### config.mk
export PLATFORM = sky130hd
export DESIGN_NAME = vx_writeback_banked_flat
export DESIGN_NICKNAME = d
export VERILOG_FILES = /design/src/rtl/vx_writeback_banked_pkg.sv /design/src/rtl/vx_writeback_banked_if.sv /design/src/rtl/vx_writeback_banked_bank.sv /design/src/rtl/vx_writeback_banked.sv /design/src/flat_wrapper.sv
export SDC_FILE = /design/constraint.sdc
export NUM_CORES = 2
export LEC_CHECK = 0
export BUFFER_PORTS_ARGS = -buffer_cell sky130_fd_sc_hd__buf_2
export CAP_MARGIN = 20
export CORE_AREA = 5 5 322 324
export CTS_CLUSTER_SIZE = 8
export DETAILED_ROUTE_END_ITERATION = 16
export DIE_AREA = 0 0 327 329
export PLACE_DENSITY = 0.54
export SYNTH_ARGS = -nofsm -noshare
export SYNTH_HDL_FRONTEND = slang
export SYNTH_HIERARCHICAL = 1
export SYNTH_SLANG_ARGS = --single-unit
### constraint.sdc
create_clock -name clk -period 8.3 [get_ports clk]
set_clock_uncertainty 0.15 [all_clocks]
set_input_delay 0.415 -clock clk [delete_from_list [all_inputs] [get_ports clk]]
set_output_delay 0.415 -clock clk [all_outputs]
set_load 0.02 [all_outputs]
### src/rtl/vx_writeback_banked_pkg.sv
// Shared types for the banked writeback arbiter.
//   wb_pkt_t    : one writeback packet (warp id, pc, thread mask, rd, per-thread data, eop)
//   WB_PKT_W    : packed width of wb_pkt_t
//   wb_bank_sel : GPR bank owning a warp id (low bank bits of wid; 0 for a single bank)
package vx_writeback_banked_pkg;
  localparam int NW_WIDTH    = 2;
  localparam int NUM_THREADS = 2;
  localparam int XLEN        = 32;
  localparam int NR_BITS     = 5;

  typedef struct packed {
    logic [NW_WIDTH-1:0]                wid;
    logic [XLEN-1:0]                    pc;
    logic [NUM_THREADS-1:0]             tmask;
    logic [NR_BITS-1:0]                 rd;
    logic [NUM_THREADS-1:0][XLEN-1:0]   data;
    logic                               eop;
  } wb_pkt_t;

  localparam int WB_PKT_W = $bits(wb_pkt_t);

  // num_banks is a power of two, so masking by num_banks-1 keeps the low bank bits
  // and collapses to 0 when there is a single bank.
  function automatic logic [NW_WIDTH-1:0] wb_bank_sel(input logic [NW_WIDTH-1:0] wid,
                                                      input int num_banks);
    return wid & NW_WIDTH'(num_banks - 1);
  endfunction
endpackage

### src/rtl/vx_writeback_banked_if.sv
// Commit-side and writeback-side bus of the banked writeback arbiter.
//   commit_valid/commit_wb/commit_pkt -> commit_ready  : NUM_INPUTS commit channels
//   wb_valid/wb_pkt <- wb_ready                        : NUM_BANKS GPR bank ports
//   perf_stalls                                        : per-bank conflict-stall counters
// master = commit producer + GPR sink, slave = the arbiter.
interface vx_writeback_banked_if
  import vx_writeback_banked_pkg::*;
#(
  parameter int NUM_INPUTS = 5,
  parameter int NUM_BANKS  = 2,
  parameter int PERF_W     = 32
);
  logic    [NUM_INPUTS-1:0]             commit_valid;
  logic    [NUM_INPUTS-1:0]             commit_wb;
  wb_pkt_t [NUM_INPUTS-1:0]             commit_pkt;
  logic    [NUM_INPUTS-1:0]             commit_ready;
  logic    [NUM_BANKS-1:0]              wb_valid;
  wb_pkt_t [NUM_BANKS-1:0]              wb_pkt;
  logic    [NUM_BANKS-1:0]              wb_ready;
  logic    [NUM_BANKS-1:0][PERF_W-1:0]  perf_stalls;

  modport master (
    output commit_valid, commit_wb, commit_pkt, wb_ready,
    input  commit_ready, wb_valid, wb_pkt, perf_stalls
  );
  modport slave (
    input  commit_valid, commit_wb, commit_pkt, wb_ready,
    output commit_ready, wb_valid, wb_pkt, perf_stalls
  );
endinterface

### src/rtl/vx_writeback_banked_bank.sv
// One GPR bank of the writeback arbiter.
//   req/pkt_in   : per-input request mask for this bank and all input packets
//   fire         : one-hot grant that actually pushes this cycle (0 when full)
//   valid/pkt    : registered writeback output, ready = bank accepts
//   stalls       : cycles with >1 requester, or >=1 requester while full
// Storage is an output register plus one skid register, i.e. a 2-entry elastic
// buffer whose full flag is registered, so grants never depend on same-cycle ready.
module vx_writeback_banked_bank
  import vx_writeback_banked_pkg::*;
#(
  parameter int    NUM_INPUTS = 5,
  parameter string ARBITER    = "R",
  parameter int    PERF_W     = 32
) (
  input  logic                       clk,
  input  logic                       reset,
  input  logic    [NUM_INPUTS-1:0]   req,
  input  wb_pkt_t [NUM_INPUTS-1:0]   pkt_in,
  output logic    [NUM_INPUTS-1:0]   fire,
  output logic                       valid,
  output wb_pkt_t                    pkt,
  input  logic                       ready,
  output logic    [PERF_W-1:0]       stalls
);
  localparam int PTR_W = (NUM_INPUTS > 1) ? $clog2(NUM_INPUTS) : 1;

  logic [PTR_W-1:0] ptr, win_idx;
  logic             any_req, full, push, pop, skid_vld, stall;
  wb_pkt_t          skid, push_pkt;
  int               idx, nreq;

  // Scan from the round-robin pointer (or from input 0 for fixed priority);
  // first requester found wins.
  always_comb begin
    any_req = 1'b0;
    win_idx = '0;
    idx     = 0;
    nreq    = 0;
    for (int k = 0; k < NUM_INPUTS; k++) begin
      idx = (ARBITER == "P") ? k : (int'(ptr) + k) % NUM_INPUTS;
      if (req[idx] && !any_req) begin
        any_req = 1'b1;
        win_idx = PTR_W'(idx);
      end
      if (req[k]) nreq++;
    end
  end

  assign full     = valid && skid_vld;
  assign push     = any_req && !full;
  assign pop      = valid && ready;
  assign push_pkt = pkt_in[win_idx];
  assign stall    = (nreq > 1) || (any_req && full);

  always_comb begin
    fire = '0;
    if (push) fire[win_idx] = 1'b1;
  end

  always_ff @(posedge clk or posedge reset) begin
    if (reset) begin
      valid    <= 1'b0;
      pkt      <= '0;
      skid_vld <= 1'b0;
      skid     <= '0;
      ptr      <= '0;
      stalls   <= '0;
    end else begin
      // Output slot frees up: refill from skid first to keep grant order,
      // otherwise take this cycle's push directly.
      if (pop || !valid) begin
        if (skid_vld) begin
          valid    <= 1'b1;
          pkt      <= skid;
          skid_vld <= 1'b0;
        end else begin
          valid <= push;
          if (push) pkt <= push_pkt;
        end
      end else if (push) begin
        skid_vld <= 1'b1;
        skid     <= push_pkt;
      end
      if (push && ARBITER != "P")
        ptr <= (win_idx == PTR_W'(NUM_INPUTS - 1)) ? '0 : win_idx + PTR_W'(1);
      if (stall) stalls <= stalls + PERF_W'(1);
    end
  end
endmodule

### src/rtl/vx_writeback_banked.sv
// Banked writeback arbiter: merges NUM_INPUTS commit streams onto NUM_BANKS
// independent GPR writeback ports, bank = wid % NUM_BANKS.
//   clk, reset : clock, asynchronous active-high reset
//   bus        : slave side of vx_writeback_banked_if (commit in, writeback out, perf)
// Commits with wb=0 are acknowledged immediately and never use a bank.
module vx_writeback_banked
  import vx_writeback_banked_pkg::*;
#(
  parameter int    NUM_INPUTS = 5,
  parameter int    NUM_BANKS  = 2,
  parameter string ARBITER    = "R",
  parameter int    PERF_W     = 32
) (
  input  logic                   clk,
  input  logic                   reset,
  vx_writeback_banked_if.slave   bus
);
  logic [NUM_BANKS-1:0][NUM_INPUTS-1:0] req, fire;
  logic [NUM_INPUTS-1:0]                fire_any;

  for (genvar b = 0; b < NUM_BANKS; b++) begin : g_bank
    for (genvar i = 0; i < NUM_INPUTS; i++) begin : g_req
      assign req[b][i] = bus.commit_valid[i] && bus.commit_wb[i] &&
                         (wb_bank_sel(bus.commit_pkt[i].wid, NUM_BANKS) == NW_WIDTH'(b));
    end

    vx_writeback_banked_bank #(
      .NUM_INPUTS (NUM_INPUTS),
      .ARBITER    (ARBITER),
      .PERF_W     (PERF_W)
    ) u_bank (
      .clk    (clk),
      .reset  (reset),
      .req    (req[b]),
      .pkt_in (bus.commit_pkt),
      .fire   (fire[b]),
      .valid  (bus.wb_valid[b]),
      .pkt    (bus.wb_pkt[b]),
      .ready  (bus.wb_ready[b]),
      .stalls (bus.perf_stalls[b])
    );
  end

  // An input targets exactly one bank, so OR-ing the per-bank grants is safe.
  always_comb begin
    fire_any = '0;
    for (int b = 0; b < NUM_BANKS; b++) fire_any |= fire[b];
  end

  assign bus.commit_ready = fire_any | (bus.commit_valid & ~bus.commit_wb);
endmodule

### src/flat_wrapper.sv
// flat-port wrapper written by rule: the top's interface ports become plain ports
module vx_writeback_banked_flat import vx_writeback_banked_pkg::*;
#(
  parameter int    NUM_INPUTS = 5,
  parameter int    NUM_BANKS  = 2,
  parameter string ARBITER    = " ",
  parameter int    PERF_W     = 32
)
  (clk, reset, bus_commit_valid, bus_commit_wb, bus_commit_pkt, bus_wb_ready, bus_commit_ready, bus_wb_valid, bus_wb_pkt, bus_perf_stalls);
  vx_writeback_banked_if #(.NUM_INPUTS(NUM_INPUTS), .NUM_BANKS(NUM_BANKS), .PERF_W(PERF_W)) bus_i ();
  input  logic clk;
  input  logic reset;
  input wire logic [$bits(bus_i.commit_valid)-1:0] bus_commit_valid;
  input wire logic [$bits(bus_i.commit_wb)-1:0] bus_commit_wb;
  input wire logic [$bits(bus_i.commit_pkt)-1:0] bus_commit_pkt;
  input wire logic [$bits(bus_i.wb_ready)-1:0] bus_wb_ready;
  output wire logic [$bits(bus_i.commit_ready)-1:0] bus_commit_ready;
  output wire logic [$bits(bus_i.wb_valid)-1:0] bus_wb_valid;
  output wire logic [$bits(bus_i.wb_pkt)-1:0] bus_wb_pkt;
  output wire logic [$bits(bus_i.perf_stalls)-1:0] bus_perf_stalls;
  assign bus_i.commit_valid = bus_commit_valid;
  assign bus_i.commit_wb = bus_commit_wb;
  assign bus_i.commit_pkt = bus_commit_pkt;
  assign bus_i.wb_ready = bus_wb_ready;
  assign bus_commit_ready = bus_i.commit_ready;
  assign bus_wb_valid = bus_i.wb_valid;
  assign bus_wb_pkt = bus_i.wb_pkt;
  assign bus_perf_stalls = bus_i.perf_stalls;
  vx_writeback_banked #(.NUM_INPUTS(NUM_INPUTS), .NUM_BANKS(NUM_BANKS), .ARBITER(ARBITER), .PERF_W(PERF_W)) u_core (.clk(clk), .reset(reset), .bus(bus_i));
endmodule
* After elaboration in Yosys (flattened, before gate mapping)
Index checks and enable logic that the tools add are counted.
** Storage, ports and cells
- Input bits :: 544
- Word-level logic and storage cells :: 234
- Memory bits (read-only) :: 0
- Memories :: 0
- Bits in writable memories :: 0
- Latch bits :: 0
- Output and inout bits :: 283
- Register bits after elaboration :: 498
** Operators by class
- Add/sub/neg operators :: 20
- Multiply operators :: 0
- Shifts and indexed selects :: 0
- Bitwise operators :: 6
- Multiplexer cells :: 82
- Equality and inequality tests :: 2
- Div/mod/pow operators :: 10
- Order comparisons :: 16
- Reduce and logical (&&, ||, !) cells :: 62
** Operator list (number)
- $bmux 106 s3 :: 2
- $mux 106 :: 6
- $lt 32x5->1 const B :: 10
- $add 32x2->32 const B :: 8
- $mod 32x4->32 const B :: 8
- $mux 32 :: 8
- $add 32x1->32 const B :: 2
- $gt 32x2->1 const B :: 2
- $mod 4x4->32 const B :: 2
- $mux 1 :: 40
- $mux 3 :: 12
- $logic_and 1x1->1 :: 33
- $bmux 1 s3 :: 10
- $add 3x2->4 const B :: 4
- $logic_not 1->1 :: 12
- $logic_not 2->1 :: 5
- $mux 5 :: 2
- $or 5x5->5 :: 2
- $add 3x1->4 const B :: 2
- $add 3x3->4 const B :: 2
- $lt 3x4->1 const B :: 2
- $reduce_and 2->1 :: 4
- $reduce_bool 2->1 :: 4
- $add 3x1->3 const B :: 2
- 7 further kinds :: 14

* Longest topological paths before layout
- Word-level depth :: 25
- Gate-level depth with buffers :: 31
- Depth with buffers taken out :: 24

* Hierarchy
Netlist, hierarchy kept.
** By module, submodules not included
- vx_writeback_banked_bank (u_core.g_bank[1].u_bank) :: cells an instance 2267, instances 1, seq. area each 6231.0 um^2, area an instance 17410.4 um^2
- vx_writeback_banked_bank (u_core.g_bank[0].u_bank) :: cells an instance 1726, instances 1, seq. area each 6231.0 um^2, area an instance 16504.6 um^2
- vx_writeback_banked :: cells an instance 30, instances 1, seq. area each 0.0 um^2, area an instance 136.4 um^2

* Worst setup path after synthesis
OpenSTA, ideal clock, no wires.
- Path type :: register -> output
- Start :: register u_core.g_bank[1].u_bank.ptr[0]
- End :: output bus_commit_ready[2]
- Data required time :: 7.735 ns
- Data arrival time :: 5.595 ns
- Slack :: 2.140 ns
- Cell stages (with the launch flop) :: 30
- Path buffers :: 6
- Cells stage by stage :: dfrtp_1 > buf_2 > buf_4 > inv_1 > buf_2 > ha_1 > clkbuf_1 > inv_1 > ha_1 > inv_1 > ha_1 > nor3_2 > nor2_1 > xnor2_1 > inv_1 > ha_1 > nor2b_1 > o32ai_2 > a311oi_1 > nor3_1 > nor2_2 > nor2_2 > mux2_2 > nand2_2 > inv_2 > buf_4 > buf_4 > nor3_1 > nor2_1 > o21ai_1
** RTL lines
- start: declaration :: RTL line vx_writeback_banked_bank.sv:27 : logic [PTR_W-1:0] ptr, win_idx;
- start signal: assignment :: RTL line vx_writeback_banked_bank.sv:85 : ptr <= (win_idx == PTR_W'(NUM_INPUTS - 1)) ? '0 : win_idx + PTR_W'(1);
- end: declaration :: RTL line flat_wrapper.sv:17 : output wire logic [$bits(bus_i.commit_ready)-1:0] bus_commit_ready;

==> impl_metrics.prom <==
# TYPE chip_impl_metric gauge
chip_impl_metric{name="layout_setup_ws",unit="ns"} 0.732
chip_impl_info{name="worstReg2RegEnd",value="u_core/g_bank[1].u_bank/pkt[94]"} 1
chip_impl_metric{name="total_length_of_routed_met2_wires",unit="mm"} 69.8
chip_impl_metric{name="synthMuxAreaShare",unit=""} 0.0875
chip_impl_info{name="layout.cells.most_common",value="sky130_fd_sc_hd__buf_2"} 1
chip_impl_metric{name="cts_inserted_buffers",unit=""} 74
chip_impl_metric{name="post_synth_instance_area",unit="µm²"} 34100
chip_impl_info{name="crit-reg2reg-launch",value="u_core/g_bank[1].u_bank/ptr[1]"} 1
chip_impl_metric{name="grt-ovfl-total",unit=""} 0
chip_impl_metric{name="ys_ff_latch",unit=""} 498
chip_impl_metric{name="synth_compound_gate_area_share",unit=""} 0.242
chip_impl_metric{name="setup_viol",unit=""} 0
chip_impl_metric{name="post_synth_and_or_nand_nor_area_fraction",unit=""} 0.206
chip_impl_metric{name="die_boundary_height",unit="µm"} 329
chip_impl_metric{name="initial_core_util",unit=""} 0.338
chip_impl_metric{name="placed_cells_incl_taps",unit=""} 5901
chip_impl_metric{name="setup_tns",unit="ns"} 0
chip_impl_metric{name="top_level_ports",unit=""} 827
chip_impl_metric{name="clkTransAtPathRegs",unit="ns"} 0.06
chip_impl_metric{name="m1WireLength",unit="mm"} 65.0
chip_impl_metric{name="antenna_violating_nets_post_route",unit=""} 0
chip_impl_metric{name="yosysWarningCount",unit=""} 6
chip_impl_info{name="root_buffer",value="sky130_fd_sc_hd__clkbuf_16"} 1
chip_impl_metric{name="share_of_synthesized_area_occupied_by_flip_flops_and_latches",unit=""} 0.366
chip_impl_metric{name="layout_nets",unit=""} 5341
chip_impl_metric{name="timing.fmax",unit="GHz"} 0.132
chip_impl_metric{name="first_pass_grt_wire_length",unit="mm"} 227
chip_impl_metric{name="yosys.area_share.xor_xnor",unit=""} 0.0228
chip_impl_metric{name="placementRows",unit=""} 117
chip_impl_metric{name="layout.filler_cells",unit=""} 10300
chip_impl_info{name="status",value="completed"} 1
chip_impl_metric{name="postRouteWirelength",unit="mm"} 154
chip_impl_metric{name="syn-num-nets",unit=""} 4614
chip_impl_metric{name="count_of_vias_placed_by_the_detailed_router",unit=""} 35600
chip_impl_metric{name="layout_worst_path_cycle_share",unit=""} 0.912
chip_impl_info{name="cts_tree",value="built"} 1
chip_impl_metric{name="synth_largest_type_area_fraction",unit=""} 0.366
chip_impl_info{name="dominant_synthesized_flop_cell",value="sky130_fd_sc_hd__dfrtp_1"} 1
chip_impl_metric{name="cts.htree.levels",unit=""} 3
chip_impl_metric{name="dieWidth",unit="µm"} 327
chip_impl_metric{name="maxCapViolCount",unit=""} 0
chip_impl_metric{name="post_synth.cell_area_avg",unit="µm²"} 8.46
chip_impl_metric{name="cts_buffer_depth",unit=""} 3
chip_impl_metric{name="drt_drc_violations_left",unit=""} 0
chip_impl_metric{name="synth_fa_ha_area_frac",unit=""} 0.0173
chip_impl_metric{name="groute.usage.overall",unit=""} 0.273
chip_impl_metric{name="detailedRoute.firstPassIterationCount",unit=""} 6
chip_impl_info{name="worst_hold_path_type",value="in2reg"} 1
chip_impl_metric{name="reg2regPathDepth",unit=""} 24
chip_impl_info{name="cell_taking_the_most_area_after_synthesis",value="sky130_fd_sc_hd__dfrtp_1"} 1
chip_impl_metric{name="synth_async_sr_flop_share",unit=""} 1.00
chip_impl_metric{name="worst-r2r-setup-slack",unit="ns"} 1.47
chip_impl_metric{name="number_of_global_route_vias_before_repair",unit=""} 34500
chip_impl_metric{name="cts_sinks",unit=""} 498
chip_impl_metric{name="clk_latency",unit="ns"} 0.65
chip_impl_info{name="grt_setup_unrepaired",value="no"} 1
chip_impl_metric{name="post_cts.resized_instances",unit=""} 0
chip_impl_info{name="critPathLaunch",value="u_core/g_bank[1].u_bank/ptr[1]"} 1
chip_impl_metric{name="synth_cells",unit=""} 4023
chip_impl_metric{name="timing.critical_path.fanout_max",unit=""} 31
chip_impl_metric{name="finalWeightedCongestion",unit=""} 0.899
chip_impl_metric{name="worstPathArrival",unit="ns"} 7.00
chip_impl_metric{name="relSlewSlack",unit=""} 0.257
chip_impl_metric{name="avgRoutedWirePerCell",unit="µm"} 25.3
chip_impl_metric{name="final_layout_size_suffix_gt1_frac",unit=""} 0.279
chip_impl_metric{name="finalCriticalPeriod",unit="ns"} 7.57
chip_impl_metric{name="synth.lib_cells_used.distinct",unit=""} 106
chip_impl_metric{name="placement.setup.worst_slack",unit="ns"} 1.47
chip_impl_metric{name="tightestPinTransition",unit="ns"} 1.11
chip_impl_metric{name="grt_antenna_before_repair",unit=""} 44
chip_impl_info{name="timing.critical_path.to_type",value="primary output"} 1
chip_impl_metric{name="required",unit="ns"} 7.74
chip_impl_metric{name="synth-edff-count",unit=""} 0
chip_impl_metric{name="hpwlAfterDp",unit="mm"} 106
chip_impl_metric{name="hold_violations",unit=""} 0
chip_impl_metric{name="layoutNonFillerInstCount",unit=""} 6112
chip_impl_metric{name="final_core_utilization",unit=""} 0.419
chip_impl_metric{name="core_region_area",unit="µm²"} 101000
chip_impl_metric{name="total_area_of_multi_input_combinational_cells",unit="µm²"} 19700
chip_impl_info{name="worstSetupEndpoint",value="bus_commit_ready[1]"} 1
chip_impl_metric{name="fp.dieArea",unit="µm²"} 108000
chip_impl_info{name="critical_path.startpoint_type",value="register"} 1
chip_impl_metric{name="timing_max_transition_violations_final",unit=""} 0
chip_impl_metric{name="drt_iter0_drc",unit=""} 3315
chip_impl_metric{name="wl_met3",unit="mm"} 13.4
chip_impl_info{name="synth_area_leaders",value="sky130_fd_sc_hd__dfrtp_1, sky130_fd_sc_hd__mux2_2, sky130_fd_sc_hd__nand2_1, sky130_fd_sc_hd__o21ai_1, sky130_fd_sc_hd__a31oi_1"} 1
chip_impl_metric{name="vias_per_cell",unit=""} 5.82
chip_impl_info{name="synth_top_family_by_area",value="compound AO/OA/AOI/OAI gates"} 1
chip_impl_metric{name="sequential_cell_area",unit="µm²"} 12500
chip_impl_info{name="worstSetupPathType",value="reg2out"} 1
chip_impl_metric{name="area_overhead_vs_synth",unit="%"} 24.0
chip_impl_info{name="top_signal_layer_used",value="met5"} 1
chip_impl_info{name="layout.cells.most_common_list",value="sky130_fd_sc_hd__buf_2, sky130_fd_sc_hd__dfrtp_1, sky130_fd_sc_hd__nand2_1"} 1
chip_impl_metric{name="grt_max_degree",unit=""} 129
chip_impl_metric{name="buffer_ports.inserted",unit=""} 826
-- logic make-up (layout without fill, tap and decap cells) --
| kind of cell | Yosys count | count (layout) |
|---|---|---|
| multiplexers | 255 | 255 |
| XOR/XNOR | 87 | 87 |
| other | 0 | 35 |
| adder cells (fa/ha/maj) | 47 | 47 |
| buffers and inverters | 407 | 1152 |
| flip-flops | 498 | 498 |
| AO/OA/AOI/OAI | 1328 | 1328 |
| AND/OR/NAND/NOR | 1401 | 1401 |
-- layer usage --
metal,up-vias,track usage
met5,-,0
met2,1710,0.424
met4,18,0.113
li1,16200,-
met3,350,0.0684
met1,17300,0.365
-- worst min path at each step --
stage | cells past startpoint | from | end | slack (ns)
after floorplan | 2 | u_core/g_bank[1].u_bank/skid[0] | u_core/g_bank[1].u_bank/skid[0] | 0.30
after global placement | 1 | u_core/g_bank[1].u_bank/stalls[31] | u_core/g_bank[1].u_bank/stalls[31] | 0.31
after detailed placement | 2 | u_core/g_bank[1].u_bank/skid[93] | u_core/g_bank[1].u_bank/skid[93] | 0.32
after CTS | 3 | bus_commit_pkt[492] | u_core/g_bank[0].u_bank/skid[68] | 0.0006
after global routing | 3 | bus_commit_pkt[435] | u_core/g_bank[0].u_bank/skid[11] | 0.02
final | 3 | bus_commit_pkt[492] | u_core/g_bank[0].u_bank/skid[68] | 0.04
-- Yosys cell counts (all sizes together), types with 4 or more instances --
library cell and n:
nor4 5, nand2 401, and3b 4, a211oi 8
clkbuf 200, a22oi 109, a2111oi 6, or2 14
o22ai 4, nor2b 108, mux2 226, nor3b 8
nor2 184, dfrtp 498, o41ai 102, ha 47
o21a 4, nand3b 4, o21ai 557, inv 54
o31ai 5, and4 5, nand4 14, o211ai 7
mux2i 27, nand4b 4, xnor2 47, xor2 40
a31oi 229, and2 9, nand3 233, and3 18
buf 152, nand2b 128, nor3 137, a21oi 242
or3 118, a2bb2oi 8, a21o 6
-- final cells by class --
cell class	count	area share
Clock inverter	9	0.00314
Antenna cell	35	0.00207
Sequential cell	498	0.295
Timing Repair Buffer	1003	0.144
Tap cell	1309	0.0388
Clock buffer	85	0.0458
Multi-Input combinational cell	3118	0.466
Inverter	55	0.00542
-- sequential cells by signal, indices dropped and copies added, names as in the netlist --
register / cells
u_core/g_bank.u_bank/ptr: 6
u_core/g_bank.u_bank/skid: 212
u_core/g_bank.u_bank/pkt: 212
u_core/g_bank.u_bank/valid: 2
u_core/g_bank.u_bank/stalls: 64
u_core/g_bank.u_bank/skid_vld: 2
-- worst max-delay path: stages, from the launching register on --
cell	delay (ns)
sky130_fd_sc_hd__dfrtp_1	0.36
sky130_fd_sc_hd__buf_4	0.19
sky130_fd_sc_hd__inv_1	0.15
sky130_fd_sc_hd__ha_1	0.39
sky130_fd_sc_hd__inv_1	0.09
sky130_fd_sc_hd__ha_1	0.41
sky130_fd_sc_hd__inv_1	0.11
sky130_fd_sc_hd__ha_1	0.21
sky130_fd_sc_hd__nor3_2	0.37
sky130_fd_sc_hd__nor2_1	0.10
sky130_fd_sc_hd__xnor2_1	0.30
sky130_fd_sc_hd__inv_1	0.11
sky130_fd_sc_hd__ha_1	0.22
sky130_fd_sc_hd__nor2b_1	0.14
sky130_fd_sc_hd__o32ai_2	0.50
sky130_fd_sc_hd__a311oi_1	0.09
sky130_fd_sc_hd__nor3_1	0.31
sky130_fd_sc_hd__nor2_2	0.12
sky130_fd_sc_hd__or3_1	0.36
sky130_fd_sc_hd__a22oi_4	0.32
sky130_fd_sc_hd__nand3_4	0.68
sky130_fd_sc_hd__nor3_1	0.41
sky130_fd_sc_hd__nor2_1	0.10
sky130_fd_sc_hd__o21ai_1	0.10
sky130_fd_sc_hd__buf_2	0.18
-- what timing repair did --
action,in CTS,in global routing
endpoints found under the hold margin,284,0
hold buffers,82,0
setup buffers,0,0
setup endpoints to repair,0,0
-- stage by stage --
stage,cell area [µm²],hold slack [ns]
after global routing,42200,0.0158
after floorplan,34100,0.297
after CTS,42100,0.000573
final,42200,0.0350
after global placement,39300,0.307
after detailed placement,39300,0.317
Power is left out: the tool's default activity adds up to more than one toggle a clock period on the data nets, which glitch-free logic cannot reach.
